$ cat src/rtl/uart_tx_fifo.sv
// First-word-fall-through FIFO between a host and a UART transmitter. Status flags come from registered pointers only.
// Defining UART_TX_FIFO_LEVEL_EN adds the `level` output, which reports the registered occupancy.
module uart_tx_fifo #(
  parameter int DATA_WIDTH  = 8,
  parameter int DEPTH       = 16,
  parameter int AFULL_LEVEL = 12
) (
  input  logic                    clk,
  input  logic                    rst_n,
  input  logic [DATA_WIDTH-1:0]   in_data,
  input  logic                    in_valid,
  output logic                    in_ready,
  output logic [DATA_WIDTH-1:0]   out_data,
  output logic                    out_valid,
  input  logic                    out_ready,
  input  logic                    flush,
  output logic                    almost_full,
  output logic                    empty,
`ifdef UART_TX_FIFO_LEVEL_EN
  output logic                    full,
  output logic [$clog2(DEPTH):0]  level
`else
  output logic                    full
`endif
);

  localparam int AW = $clog2(DEPTH);

  logic [AW:0]           wr_ptr_q, wr_ptr_d;
  logic [AW:0]           rd_ptr_q, rd_ptr_d;
  logic [AW:0]           occ;
  logic [DATA_WIDTH-1:0] mem_q [DEPTH];
  logic                  wr_en, rd_en;

  // Pointers carry one extra wrap bit so full and empty can be told apart.
  assign occ         = wr_ptr_q - rd_ptr_q;
  assign empty       = (wr_ptr_q == rd_ptr_q);
  assign full        = (wr_ptr_q[AW] != rd_ptr_q[AW]) &&
                       (wr_ptr_q[AW-1:0] == rd_ptr_q[AW-1:0]);
  assign almost_full = (occ >= (AW+1)'(AFULL_LEVEL));
  assign in_ready    = !full;
  assign out_valid   = !empty;
  assign out_data    = mem_q[rd_ptr_q[AW-1:0]];

  assign wr_en = in_valid && !full && !flush;
  assign rd_en = out_valid && out_ready && !flush;

  always_comb begin
    wr_ptr_d = wr_ptr_q;
    rd_ptr_d = rd_ptr_q;
    if (flush) begin
      wr_ptr_d = '0;
      rd_ptr_d = '0;
    end else begin
      if (wr_en) wr_ptr_d = wr_ptr_q + (AW+1)'(1);
      if (rd_en) rd_ptr_d = rd_ptr_q + (AW+1)'(1);
    end
  end

  always_ff @(posedge clk or negedge rst_n) begin
    if (!rst_n) begin
      wr_ptr_q <= '0;
      rd_ptr_q <= '0;
    end else begin
      wr_ptr_q <= wr_ptr_d;
      rd_ptr_q <= rd_ptr_d;
    end
  end

  // Storage is deliberately not reset; out_data is meaningless while empty.
  always_ff @(posedge clk) begin
    if (wr_en) mem_q[wr_ptr_q[AW-1:0]] <= in_data;
  end

`ifdef UART_TX_FIFO_LEVEL_EN
  assign level = occ;
`endif

endmodule

$ cat config.mk
export PLATFORM = sky130hd
export DESIGN_NAME = uart_tx_fifo
export DESIGN_NICKNAME = d
export VERILOG_FILES = /design/src/rtl/uart_tx_fifo.sv
export SDC_FILE = /design/constraint.sdc
export NUM_CORES = 1
export LEC_CHECK = 0
export CAP_MARGIN = 0
export CORE_UTILIZATION = 25
export CTS_CLUSTER_DIAMETER = 50
export DETAILED_ROUTE_END_ITERATION = 16
export PLACE_DENSITY_LB_ADDON = 0.1
export SETUP_SLACK_MARGIN = 0.5
export SKIP_LAST_GASP = 1
export SLEW_MARGIN = 10
export SYNTH_ARGS = -nofsm -noshare
export SYNTH_HDL_FRONTEND = slang
export SYNTH_SLANG_ARGS = --single-unit
$ cat constraint.sdc
create_clock -name clk -period 6.4 [get_ports clk]
set_clock_uncertainty 0.2 [all_clocks]
set_input_delay 0.96 -clock clk [delete_from_list [all_inputs] [get_ports clk]]
set_output_delay 0.96 -clock clk [all_outputs]
set_load 0.02 [all_outputs]
# Yosys cells after proc, flatten, opt, wreduce, memory -nomap -nowiden
# Memory sizes are Yosys's and may differ from the RTL's.
# Index checks and enable logic that the tools add are counted.
# classes
add_sub_neg	3
n_lt_le_gt_ge	1
eq_ne	3
mux	6
n_reduce_logical	10
# op_table
op	count
5-bit two-way mux	4
5-bit by 1-bit adder with 5-bit output (second input constant)	2
5-bit equality test	1
5-bit by 4-bit >= comparator with 1-bit output (second input constant)	1
1-bit logical AND	5
5-bit subtractor	1
4-bit equality test	1
2-bit nonzero test	2
1-bit zero test	3
1-bit two-way mux	2
1-bit inequality test	1
# word_totals
ff_bits	10
mem_bits_rw	128
inputBits	13
out_inout_bits	13
word_cells	26
mem_count	1
# memory_table
name	words	width	rd	rd_ports_with_merged_regs	wr	line_no	source
mem_q	16	8	1	0	1	32	logic [DATA_WIDTH-1:0] mem_q [DEPTH];

# Logic depth before layout (Yosys ltp)
# Gate-level depths: netlist of run 1.
# depth
depth_word	7
ltp_mapped	9
ltp_nobuf	8

# Least setup slack after synthesis of run 1
# No wires, ideal clock.
# synth_timing
path_type	register to output
from	register rd_ptr_q[1]
to	output almost_full
arrival_ns	2.441
required_time_ns	5.240
path_slack_ns	2.799
stages_incl_launch_ff	8
path_buffers	2
cell_sequence	dfrtp_1 > buf_2 > buf_1 > inv_1 > ha_1 > a211oi_1 > xor2_1 > o311ai_0
# synth_via
elab_chain_cells	2
# synth_rtl
item	line_no	source
from (decl)	30	logic [AW:0] rd_ptr_q, rd_ptr_d;
from (signal assigned)	66	rd_ptr_q <= rd_ptr_d;
5-bit subtractor	36	assign occ = wr_ptr_q - rd_ptr_q;
5-bit by 4-bit >= comparator with 1-bit output	40	assign almost_full = (occ >= (AW+1)'(AFULL_LEVEL));
to (decl)	17	output logic almost_full,
# Every way passes these cells.

# Worst setup path in the final report of run 1
# layout_timing
from	register rd_ptr_q[0]
to	output out_data[6]
# layout_via
elab_chain_cells	1
# layout_rtl
item	line_no	source
memory 16 x 8 bit	n/a	
to (decl)	13	output logic [DATA_WIDTH-1:0] out_data,
# Every way passes these cells.

==> results_dict.tcl, run 1 <==
set metrics [dict create \
    netSwitchingFraction_pct 25.07 \
    num_rows 54 \
    crit_type "flop to output pin" \
    dp_hpwl_um 9106 \
    crit_buf_inv 1 \
    ctsHoldBuffers 0 \
    synth_seq_cells 138 \
    path_cells "nor2b_1, a22oi_1, mux2i_1, o21ai_0, clkdlybuf4s50_1" \
    ioPinCount 26 \
    clock-root-buffer "clkbuf_16" \
    synth_cell_types 37 \
    insertion_delay_ns 0.42 \
    fin_crit_ns 4.557 \
    worst_pin_slew_ns 1.011 \
    fmax_ghz 0.2194 \
    clk_pin_slew_ns 0.06 \
    ys_seq_area_share_pct 71.72 \
    fill_cells 2096 \
    die-area_mm2 0.02344 \
    required_ns 5.24 \
    cts_sinks 138 \
    die_h_um 153.1 \
    dp.cells 611 \
    numCtsBuffers 17 \
    max-cap-violations 0 \
    hold_class "flop to flop" \
    maxSlewViolCount 0 \
    routedWlPerCell_um 21.55 \
    final_common_cell "edfxtp_1" \
    vias 2881 \
    wl_um 13860 \
    post_layout_nonfiller_instances 643 \
    setup-tns-final_ns 0 \
    grtUsageTotal_pct 12.54 \
    hold_viol 0 \
    powerDensity_mw_per_mm2 330.6 \
    cp-end-kind "output pin" \
    p_int_mw 1.696 \
    post-route-period-util_pct 71.21 \
    grt_max_degree 30 \
    nNetsFinal 373 \
    relSlewSlack_pct 32.62 \
    p_sw_mw 0.5676 \
    h-tree-depth 4 \
    p_clk_share_pct 41.4 \
    critical_path.top_delay_family "flip-flops" \
    cts_resized 0 \
    die_x_um 153.1 \
    critPathMaxFanout 29 \
    setup_ws_ns 1.843 \
    setup-violations-final 0 \
    antennaDiodeCount 0 \
    clockBufferDepth 2 \
    tritoncts "built" \
    start_kind "flop" \
    start_util_pct 25.84 \
    area_growth_pct 19.99 \
    arrival_ns 3.40 \
    io_buffers 25 \
    drtIter0Drc 150 \
    yosys_warnings 0 \
    final_cell_mix "128 x edfxtp_1, 26 x mux2i_1, 25 x clkdlybuf4s50_1, 24 x mux4_2, 22 x nor2_1" \
    core-area_mm2 0.02209 \
    cp_slowest_cell "dfrtp_2" \
    fin_util_pct 31.00 \
    seqPwrFrac_pct 45.8 \
    combPwrFrac_pct 12.7 \
    netlist_area_mm2 0.005708 \
    drt_first_pass_iters 4 \
    total_power_mw 2.264 \
    grt_pass1_wl_um 20300 \
    synthCells 317 \
    gp_congestion 0.7484 \
    status "complete, no violations" \
    grt_pass1_vias 2989 \
    peakVddDrop_v 0.0001562 \
    power_leakage_nw 2.182 \
    max_stage_delay_ns 1.01 \
    dpl_worst_slack_ns 2.153 \
    synth_fp_nets 340 \
    avgSynthCellArea_um2 18.01 \
    overflow 0 \
    antenna_left 0 \
    antenna_found_initial 0 \
    rsz0062_at_grt "false" \
    routed_via_density 4.481 \
    layout-drive-gt1-share_pct 17.91 \
    drc 0 \
    cts_setup_buffers 0 \
]
## final timing paths
check,start,to,slack [ns],depth (start not counted)
max,rd_ptr_q[0]$_DFFE_PN0P_,out_data[6],1.84,5
min,wr_ptr_q[4]$_DFFE_PN0P_,wr_ptr_q[4]$_DFFE_PN0P_,0.46,2
max reg2reg,rd_ptr_q[0]$_DFFE_PN0P_,mem_q[14][5]$_DFFE_PP_,2.66,5
min reg2reg,wr_ptr_q[4]$_DFFE_PN0P_,wr_ptr_q[4]$_DFFE_PN0P_,0.46,2
max in group asynchronous,rst_n,rd_ptr_q[1]$_DFFE_PN0P_,4.95,1
min in group asynchronous,rst_n,wr_ptr_q[2]$_DFFE_PN0P_,0.68,1
## area by class of cell
| type | count | area (µm²) | area share, % |
|---|---|---|---|
| Clock inverter | 12 | 116.4 | 1.699 |
| Multi-Input combinational cell | 153 | 1508 | 22.01 |
| Timing Repair Buffer | 29 | 280.3 | 4.092 |
| Tap cell | 280 | 350.3 | 5.115 |
| Clock buffer | 20 | 456.7 | 6.668 |
| Sequential cell | 138 | 4096 | 59.81 |
| Inverter | 11 | 41.29 | 0.6028 |
## cell families (layout without fill, tap and decap cells)
family	Yosys count	count (layout)	share of synthesized area, %
xor gates and xnor gates	12	12	1.973
AOI/OAI and AO/OA	38	38	4.669
DFF	138	138	71.72
and+or+nand+nor	43	43	3.332
adders and majority gates	10	10	2.324
buffers and inverters	26	72	1.951
muxes	50	50	14.03
## power groups by stage
stage | logic, mW | registers (mW) | clock network, mW
after global placement | 0.293 | 1.06 | 0
final | 0.288 | 1.04 | 0.938
after floorplan | 0.204 | 1.02 | 0
after detailed placement | 0.293 | 1.06 | 0
after CTS | 0.294 | 1.04 | 0.960
after global routing | 0.308 | 1.04 | 0.997
## metal layers
| metal | track usage, % | wire, µm | vias up |
|---|---|---|---|
| met5 | 0 | 0 | - |
| met2 | 19.94 | 6694 | 40 |
| met1 | 16.53 | 6565 | 1492 |
| li1 | - | - | 1337 |
| met3 | 3.090 | 412 | 12 |
| met4 | 4.666 | 187 | 0 |
## Yosys cell counts
cell / count / area share, %
xor2_2: 1 / 0.29
o2111ai_1: 1 / 0.15
xnor2_1: 8 / 1.2
mux2i_1: 26 / 4.6
nor3_1: 4 / 0.35
dfrtp_1: 10 / 4.4
and4_2: 1 / 0.18
inv_1: 9 / 0.59
inv_2: 1 / 0.066
and2_1: 1 / 0.11
o211ai_1: 1 / 0.13
nand3_1: 2 / 0.18
or3_1: 1 / 0.11
a32oi_1: 8 / 1.2
xor2_1: 3 / 0.46
o21ai_0: 11 / 0.96
clkinv_1: 1 / 0.066
edfxtp_1: 128 / 67
nand4_1: 1 / 0.11
buf_1: 1 / 0.066
fa_1: 1 / 0.35
a21oi_1: 2 / 0.18
a22oi_1: 8 / 1.1
nand2_1: 8 / 0.53
nor2_1: 22 / 1.4
nor2b_1: 1 / 0.11
buf_2: 7 / 0.61
buf_4: 1 / 0.13
a2111oi_0: 1 / 0.15
ha_1: 9 / 2.0
clkbuf_2: 1 / 0.088
a21o_1: 1 / 0.13
clkbuf_1: 5 / 0.33
o311ai_0: 1 / 0.15
nand2b_1: 2 / 0.22
a211oi_1: 4 / 0.53
mux4_2: 24 / 9.5
## through the flow
| stage | area [µm²] | hold slack, ns |
|---|---|---|
| global route | 6849 | 0.4949 |
| global placement | 6271 | 0.4494 |
| floorplan | 5708 | 0.3899 |
| CTS | 6849 | 0.4662 |
| finish | 6849 | 0.4550 |
| detailed placement | 6276 | 0.4528 |
## tightest hold or removal path, delay by kind of cell, from the launching register on
family        cells  cell delay (ns)
flops             1             0.44
xor+xnor          1             0.14
simple gates      1             0.04
## sequential cells by signal (all words and copies together) (netlist names)
| register | cells |
|---|---|
| mem_q | 128 |
| rd_ptr_q | 5 |
| wr_ptr_q | 5 |
No activity file was read; power rests on OpenSTA's default activity.
==> run 2: changes to the inputs <==
clock period = 4.2 ns   (was 6.4 ns; I/O delays follow)
==> run 2 against run 1 <==
Against the previous run: combinational power rose by 69%; critical endpoint is now out_data[5]; highest routed layer unchanged; first-iteration DRC count is 59% higher; register-to-register slack worse by 1.8 ns; largest power group unchanged; critical path type unchanged; routed wire length increased by 1.5%; via count up 3.7%; worst hold slack got worse by 0.082 ns.
==> results_dict.tcl, run 2 (synthesized netlist as in run 1, its figures left out) <==
set metrics [dict create \
    status "complete, no violations" \
    gp_congestion 0.7206 \
    die-area_mm2 0.02344 \
    path_cells "and2_1, a22oi_1, mux2i_1, o21ai_0, clkdlybuf4s50_1" \
    maxSlewViolCount 0 \
    h-tree-depth 4 \
    core-area_mm2 0.02209 \
    max_stage_delay_ns 0.68 \
    start_kind "flop" \
    critical_path.top_delay_family "buffers and inverters" \
    routed_via_density 4.536 \
    numCtsBuffers 17 \
    r2r_cells 6 \
    fin_util_pct 31.72 \
    critPathMaxFanout 11 \
    area_growth_pct 22.80 \
    final_common_cell "edfxtp_1" \
    peakVddDrop_v 0.0002050 \
    cp-end-kind "output pin" \
    insertion_delay_ns 0.42 \
    fin_crit_ns 3.577 \
    crit_end "out_data[5]" \
    final_cell_mix "128 x edfxtp_1, 26 x mux2i_1, 24 x mux4_2, 24 x clkdlybuf4s50_1, 22 x nor2_1" \
    wl_um 14060 \
    clock-root-buffer "clkbuf_16" \
    grt_pass1_wl_um 20720 \
    worst_pin_slew_ns 0.8894 \
    vias 2989 \
    die_x_um 153.1 \
    hold_slack_ns 0.3729 \
    cp_slowest_cell "clkdlybuf4s50_1" \
    start_util_pct 25.84 \
    post-route-period-util_pct 85.18 \
    grt_pass1_vias 3024 \
    startpoint "rd_ptr_q[0]$_DFFE_PN0P_" \
    overflow 0 \
    nNetsFinal 389 \
    setup-violations-final 0 \
    arrival_ns 2.75 \
    drtIter0Drc 239 \
    antennaDiodeCount 0 \
    max-cap-violations 0 \
    cts_sinks 138 \
    fmax_ghz 0.2795 \
    fill_cells 2140 \
    ioPinCount 26 \
    largest_reg_flops 128 \
    routedWlPerCell_um 21.34 \
    hold_viol 0 \
    die_h_um 153.1 \
    relSlewSlack_pct 40.49 \
    reg2reg_from "rd_ptr_q[3]$_DFFE_PN0P_" \
    antenna_found_initial 0 \
    crit_type "flop to output pin" \
    tritoncts "built" \
    grtUsageTotal_pct 12.72 \
    required_ns 3.37 \
    num_rows 54 \
    clk_pin_slew_ns 0.06 \
    hold_class "input port to async pin" \
    r2r_end "mem_q[12][7]$_DFFE_PP_" \
    rsz0062_at_grt "false" \
    drc 0 \
    setup-tns-final_ns 0 \
    power_leakage_nw 2.276 \
    crit_buf_inv 1 \
    clockBufferDepth 2 \
    cts_setup_buffers 0 \
    powerDensity_mw_per_mm2 506.9 \
    worst-path-stages 5 \
    antenna_left 0 \
    reg2reg_slack_ns 0.85 \
    grt_max_degree 18 \
    drt_first_pass_iters 4 \
    dp_hpwl_um 9597 \
    io_buffers 25 \
    layout-drive-gt1-share_pct 20.84 \
]
[run 2: report_power, final]
group	leakage, nW	total [mW]	switching (mW)	internal (mW)
Combinational	0.706	0.486	0.256	0.230
Sequential	1.29	1.55	0.0276	1.52
Clock	0.283	1.52	0.583	0.936
[run 2: repair_timing]
| action | CTS | global route |
|---|---|---|
| resized for setup | 3 | 1 |
| hold buffers | 0 | 0 |
| endpoints found under the setup margin | 5 | 1 |
| hold endpoints to repair | 0 | 0 |
[run 2: metrics by stage]
stage	total power, mW	cell area (µm²)	instances	setup WS, ns
3_3_place_gp	2.073	6404	627	0.7021
3_5_place_dp	2.071	6404	627	0.7389
5_1_grt	3.673	7009	659	0.5115
4_1_cts	3.597	7005	659	0.5363
2_1_floorplan	1.864	5708	317	0.8645
6_report	3.553	7009	659	0.6225
[run 2: worst min-delay path by stage]
stage | endpoint | slack, ns | cells past startpoint
2_1_floorplan | rd_ptr_q[0]$_DFFE_PN0P_ | 0.13 | 0
3_3_place_gp | wr_ptr_q[4]$_DFFE_PN0P_ | 0.43 | 2
3_5_place_dp | wr_ptr_q[4]$_DFFE_PN0P_ | 0.44 | 2
4_1_cts | wr_ptr_q[2]$_DFFE_PN0P_ | 0.38 | 1
5_1_grt | wr_ptr_q[1]$_DFFE_PN0P_ | 0.41 | 1
6_report | wr_ptr_q[1]$_DFFE_PN0P_ | 0.37 | 1
[run 2: per-layer routing]
| metal | GRT usage [%] | vias to the layer above | share of wire [%] |
|---|---|---|---|
| met5 | 0 | - | 0 |
| met4 | 4.906 | 0 | 1.4 |
| met3 | 2.892 | 11 | 2.9 |
| met2 | 18.94 | 51 | 45 |
| met1 | 17.92 | 1563 | 50 |
| li1 | - | 1364 | - |
[run 2: cell type report]
type | instances | area (µm²) | area share [%]
clock inverters | 14 | 168.9 | 2.410
well taps | 280 | 350.3 | 4.998
repair buffers | 45 | 415.4 | 5.926
clock buffers | 18 | 429.2 | 6.123
multi-input cells | 153 | 1505 | 21.47
inverters | 11 | 41.29 | 0.5891
flip-flops and latches | 138 | 4099 | 58.48
==> run 3: changes to the inputs <==
CTS_CLUSTER_DIAMETER = 200   (was 50)
==> results of run 3 <==
Same layout as run 2: the final DEF is identical, and so are final timing and power.
==> RTL edit 1: new RTL, settings of run 3 <==
Add a define of `UART_TX_FIFO_LEVEL_EN`.
--- a/src/rtl/uart_tx_fifo.sv
+++ b/src/rtl/uart_tx_fifo.sv
@@ -1,4 +1,6 @@
 // First-word-fall-through FIFO between a host and a UART transmitter. Status flags come from registered pointers only.
 // Defining UART_TX_FIFO_LEVEL_EN adds the `level` output, which reports the registered occupancy.
+`define UART_TX_FIFO_LEVEL_EN
+
 module uart_tx_fifo #(
   parameter int DATA_WIDTH  = 8,
Function (old outputs only; new: level): kept (Yosys induction, for registers that start in step).
==> RTL edit 1 against run 3 <==
Worst setup slack improved by 0.052 ns; design area increased by 0.75%; routed wire length fell by 4.2%; sequential cell count did not move; power down 2.2%; synthesized cell count grew 1.3%; first-iteration DRC count down 23%; synthesized area grew 0.35%; largest cell class unchanged; largest power group unchanged.
==> RTL edit 1: results <==
group,metric,value,unit
outcome,status,"complete, no violations",
global_routing,grt_max_degree,23,
critical_path,reg2reg_depth,7,
synthesis,ys_types,37,
cts,numCtsBuffers,17,
critical_path,rr_endpoint,"mem_q[0][3]$_DFFE_PP_",
global_routing,antenna_found_initial,0,
placement,post-dp-hpwl,9.14,mm
global_routing,grt_util_all_layers,12.3,%
global_routing,grt_use_met2,19.9,%
synthesis,seq_area_frac_synth,71.5,%
detailed_routing,viasPerCell,4.44,
placement,dp.cells,641,
synthesis,yosys_warnings,0,
cts,clk_latency,0.41,ns
detailed_routing,dr.first_iter.drc_count,183,
detailed_routing,vias,2999,
sta,slew_headroom,55.2,%
critical_path,reg2reg_from,"rd_ptr_q[3]$_DFFE_PN0P_",
global_routing,grt_pass1_vias,3232,
placement,io_buffers,30,
synthesis,synth_edf_count,128,
cts,clockBufferDepth,2,
detailed_routing,detail_route.first_pass.iterations,4,
synthesis,synth_top_flop_cell,"edfxtp_1",
synthesis,ys_top_cells_by_area,"edfxtp_1 67%, mux4_2 9.4%, mux2i_1 4.5%",
placement,dpl-instance-area,0.00648,mm^2
critical_path,rrSetupSlack,1.23,ns
synthesis,avgSynthCellArea,17.8,um^2
final_layout,fin_nets,402,
cts,root_buffer,"clkbuf_16",
placement,dp_slack,0.676,ns
critical_path,crit_arrival,2.70,ns
placement,gp_congestion,0.691,
power,peakVddDrop,157,uV
global_routing,grt_pass1_wl,20.5,mm
detailed_routing,detail_route.wirelength,13.5,mm
synthesis,syn-num-nets,344,
hold_path,hp-class,"input pin to async pin",
global_routing,use_met1,16.2,%
power,cellLeakagePower,2.29,nW
final_layout,drive_gt1_share,22.8,%
synthesis,ys_top_cells_by_count,"128 x edfxtp_1, 26 x mux2i_1, 24 x mux4_2",
synthesis,async_reset_ff_share,7.25,%
global_routing,grtUsageMet3,3.29,%
## RTL edit 1: metrics by stage
stage	utilization (%)	power [mW]	hold slack, ns
after CTS	31.1	3.51	0.367
after floorplan	-	1.93	0.134
after global routing	31.3	3.62	0.381
after global placement	28.7	2.15	0.429
after detailed placement	28.7	2.15	0.433
final	31.3	3.47	0.360
## RTL edit 1: layer usage
layer / vias to the layer above / part of all wire [%]
met3: 14 / 3.7
met2: 51 / 48
met4: 0 / 1.1
met5: - / 0
li1: 1377 / -
met1: 1557 / 47
## RTL edit 1: timing repair
item	in CTS	in global routing
endpoints found under the setup margin	12	4
buffers inserted	1	3
resized for setup	9	4
cloned	0	0
pin swaps	0	0
hold buffers	0	0
hold endpoints to repair	0	0
## RTL edit 1: power by group
| part | internal, mW | switching, mW | total [mW] |
|---|---|---|---|
| sequential | 1.52 | 0.0189 | 1.54 |
| clock | 0.801 | 0.551 | 1.35 |
| combinational | 0.287 | 0.295 | 0.582 |
| total | 2.61 | 0.866 | 3.47 |
## RTL edit 1: critical path, stage by stage (launching register included)
cell and delay (ns):
dfrtp_2 0.51, and2_2 0.32, a221oi_1 0.42, o21ai_0 0.14, o21ai_0 0.20, clkdlybuf4s50_1 0.69
## RTL edit 1: how the worst max path moves through the flow
stage                                        from                    end  slack (ns)  cells past startpoint
after detailed placement  rd_ptr_q[3]$_DFFE_PN0P_            almost_full        0.68                      5
after floorplan           rd_ptr_q[1]$_DFFE_PN0P_  mem_q[0][0]$_DFFE_PP_        0.90                      9
after global placement    rd_ptr_q[3]$_DFFE_PN0P_            almost_full        0.64                      5
after global routing      rd_ptr_q[2]$_DFFE_PN0P_            out_data[3]        0.51                      5
after CTS                 wr_ptr_q[0]$_DFFE_PN0P_            almost_full        0.46                      9
final                     rd_ptr_q[2]$_DFFE_PN0P_            out_data[2]        0.67                      5
## RTL edit 1: layout make-up
cell class / instances / area, um^2
Clock buffer: 18 / 429
Clock inverter: 13 / 104
Fill cell: 2225 / 15500
Inverter: 10 / 41.3
Multi-Input combinational cell: 156 / 1510
Sequential cell: 138 / 4100
Tap cell: 285 / 357
Timing Repair Buffer: 56 / 524
## RTL edit 1: logic make-up (layout without fill, tap and decap cells)
family	count (synthesis)	after routing	share of synthesized area (%)
buffers and inverters	27	97	2.36
AOI/OAI and AO/OA	39	39	4.33
and+or+nand+nor	46	46	3.74
DFF	138	138	71.5
adders and majority gates	10	10	2.32
xor gates and xnor gates	11	11	1.81
muxes	50	50	14.0
==> RTL edit 2: new RTL, flow settings as in run 3 <==
Made on the original files. Reset style: synchronous (`rst_n`), changed in one clocked block.
--- a/src/rtl/uart_tx_fifo.sv
+++ b/src/rtl/uart_tx_fifo.sv
@@ -58,5 +58,5 @@
   end
 
-  always_ff @(posedge clk or negedge rst_n) begin
+  always_ff @(posedge clk) begin
     if (!rst_n) begin
       wr_ptr_q <= '0;
Behaviour: differs if rst_n is asserted again (counterexample within 4 cycles, from zero or initial values and one cycle with rst_n low); with rst_n held inactive, the same outputs for 10 cycles.
==> RTL edit 2 against run 3 <==
Routed wire length decreased by 8.7%; worst setup slack better by 0.12 ns; design area is 0.20% higher; worst hold slack got worse by 0.033 ns; sequential cell count grew 4; the run now ends with design-rule violations left; synthesized area down 1.2%.
Power is not compared: it rests on default switching activity, and its combinational part moved more than twofold at a synthesized area within 25%.
==> RTL edit 2: results <==
group,metric,value,unit
hold_path,hp-class,"flop to flop",
global_routing,grt_max_degree,24,
synthesis,ys_top_cells_by_count,"128 x edfxtp_1, 32 x mux4_2, 27 x nor2_1",
synthesis,ys_top_cells_by_area,"edfxtp_1 68%, mux4_2 13%, dfxtp_1 5.0%",
synthesis,ys_types,34,
critical_path,crit_arrival,2.62,ns
critical_path,reg2reg_from,"wr_ptr_q[0]$_SDFFE_PP0P_",
placement,dp.cells,615,
synthesis,async_reset_ff_share,0,%
critical_path,rrSetupSlack,1.48,ns
global_routing,grt_pass1_vias,3018,
final_layout,final-instance-count-excl-fill,646,
detailed_routing,remaining_drc_errors,3,
placement,dpl-instance-area,0.00637,mm^2
critical_path,rr_endpoint,"mem_q[4][7]$_DFFE_PP_",
global_routing,grt_util_all_layers,11.9,%
critical_path,worstSetupEndpoint,"out_data[0]",
final_layout,fin_nets,376,
placement,post-dp-hpwl,8.55,mm
synthesis,syn-num-nets,325,
detailed_routing,routedWlPerCell,19.9,um
final_layout,drive_gt1_share,23.5,%
sta,tightest_slew,0.920,ns
outcome,status,"finished with violations",
critical_path,cp_max_fo,16,
placement,dp_slack,0.850,ns
placement,gp_congestion,0.661,
synthesis,avgSynthCellArea,18.6,um^2
global_routing,grt_pass1_wl,19.3,mm
sta,timing.final.ws_setup,0.746,ns
detailed_routing,vias,2814,
outcome,failed_checks,"design-rule violations",
synthesis,seq_area_frac_synth,73.1,%
RTL edit 2: cell count changes in the layout (fill, tap and decap cells not counted), sizes merged, moves of 5 or more:
| cell | delta |
|---|---|
| mux2i | -25 |
| nor2 | +5 |
| a22oi | +8 |
| dfrtp | -10 |
| o21ai | -5 |
| a32oi | -8 |
| mux4 | +8 |
| inv | -6 |
| dfxtp | +14 |
RTL edit 2: metal layers:
layer,GRT usage (%),share of wire [%],vias to the layer above,wire length [um]
met4,4.08,0.83,0,107
li1,-,-,1301,-
met1,15.6,47,1469,6060
met5,0,0,-,0
met3,3.61,3.1,6,394
met2,18.6,49,38,6280
RTL edit 2: final cells by class:
type,count,area share (%)
clock buffer,19,6.16
clock inverter,12,3.10
inverter,8,0.428
multi-input combinational,142,20.5
sequential,142,58.8
tap,280,4.99
timing repair buffer,43,6.02
RTL edit 2: cell families (layout without fill, tap and decap cells):
| kind of cell | after synthesis | after routing | share of synthesized area (%) |
|---|---|---|---|
| flops | 142 | 142 | 73.1 |
| simple gates | 58 | 58 | 4.99 |
| mux | 33 | 33 | 13.0 |
| compound gates | 30 | 30 | 3.62 |
| buf+inv | 19 | 82 | 1.35 |
| xor+xnor | 12 | 12 | 2.00 |
| fa+ha+maj | 9 | 9 | 2.00 |
RTL edit 2: how the worst min path moves through the flow:
stage | from | end | slack, ns | cells after the start
final | rd_ptr_q[3]$_SDFFE_PP0P_ | rd_ptr_q[3]$_SDFFE_PP0P_ | 0.34 | 2
after CTS | rd_ptr_q[3]$_SDFFE_PP0P_ | rd_ptr_q[3]$_SDFFE_PP0P_ | 0.34 | 2
after global placement | rd_ptr_q[3]$_SDFFE_PP0P_ | rd_ptr_q[3]$_SDFFE_PP0P_ | 0.33 | 2
after detailed placement | rd_ptr_q[3]$_SDFFE_PP0P_ | rd_ptr_q[3]$_SDFFE_PP0P_ | 0.32 | 2
after global routing | rd_ptr_q[3]$_SDFFE_PP0P_ | flop | 0.40 | 2
after floorplan | rd_ptr_q[3]$_SDFFE_PP0P_ | flop | 0.28 | 2
RTL edit 2: critical path: stages, from the launching register on:
cell and delay, ns:
dfxtp_4 0.59, buf_12 0.21, mux4_2 0.50, a22oi_1 0.25, nand2_1 0.09, clkdlybuf4s50_1 0.54
RTL edit 2: repair_timing:
action | in CTS | in global routing
resized for setup | 1 | 0
endpoints found under the setup margin | 6 | 0
endpoints found under the hold margin | 0 | 0
RTL edit 2: power breakdown:
group          total [mW]  leakage, nW  internal (mW)  switching (mW)
Clock                1.66        0.310           1.11           0.554
Combinational      0.0984        0.654         0.0436          0.0548
Sequential           1.55         1.27           1.55         0.00512
Total                3.31         2.23           2.70           0.614
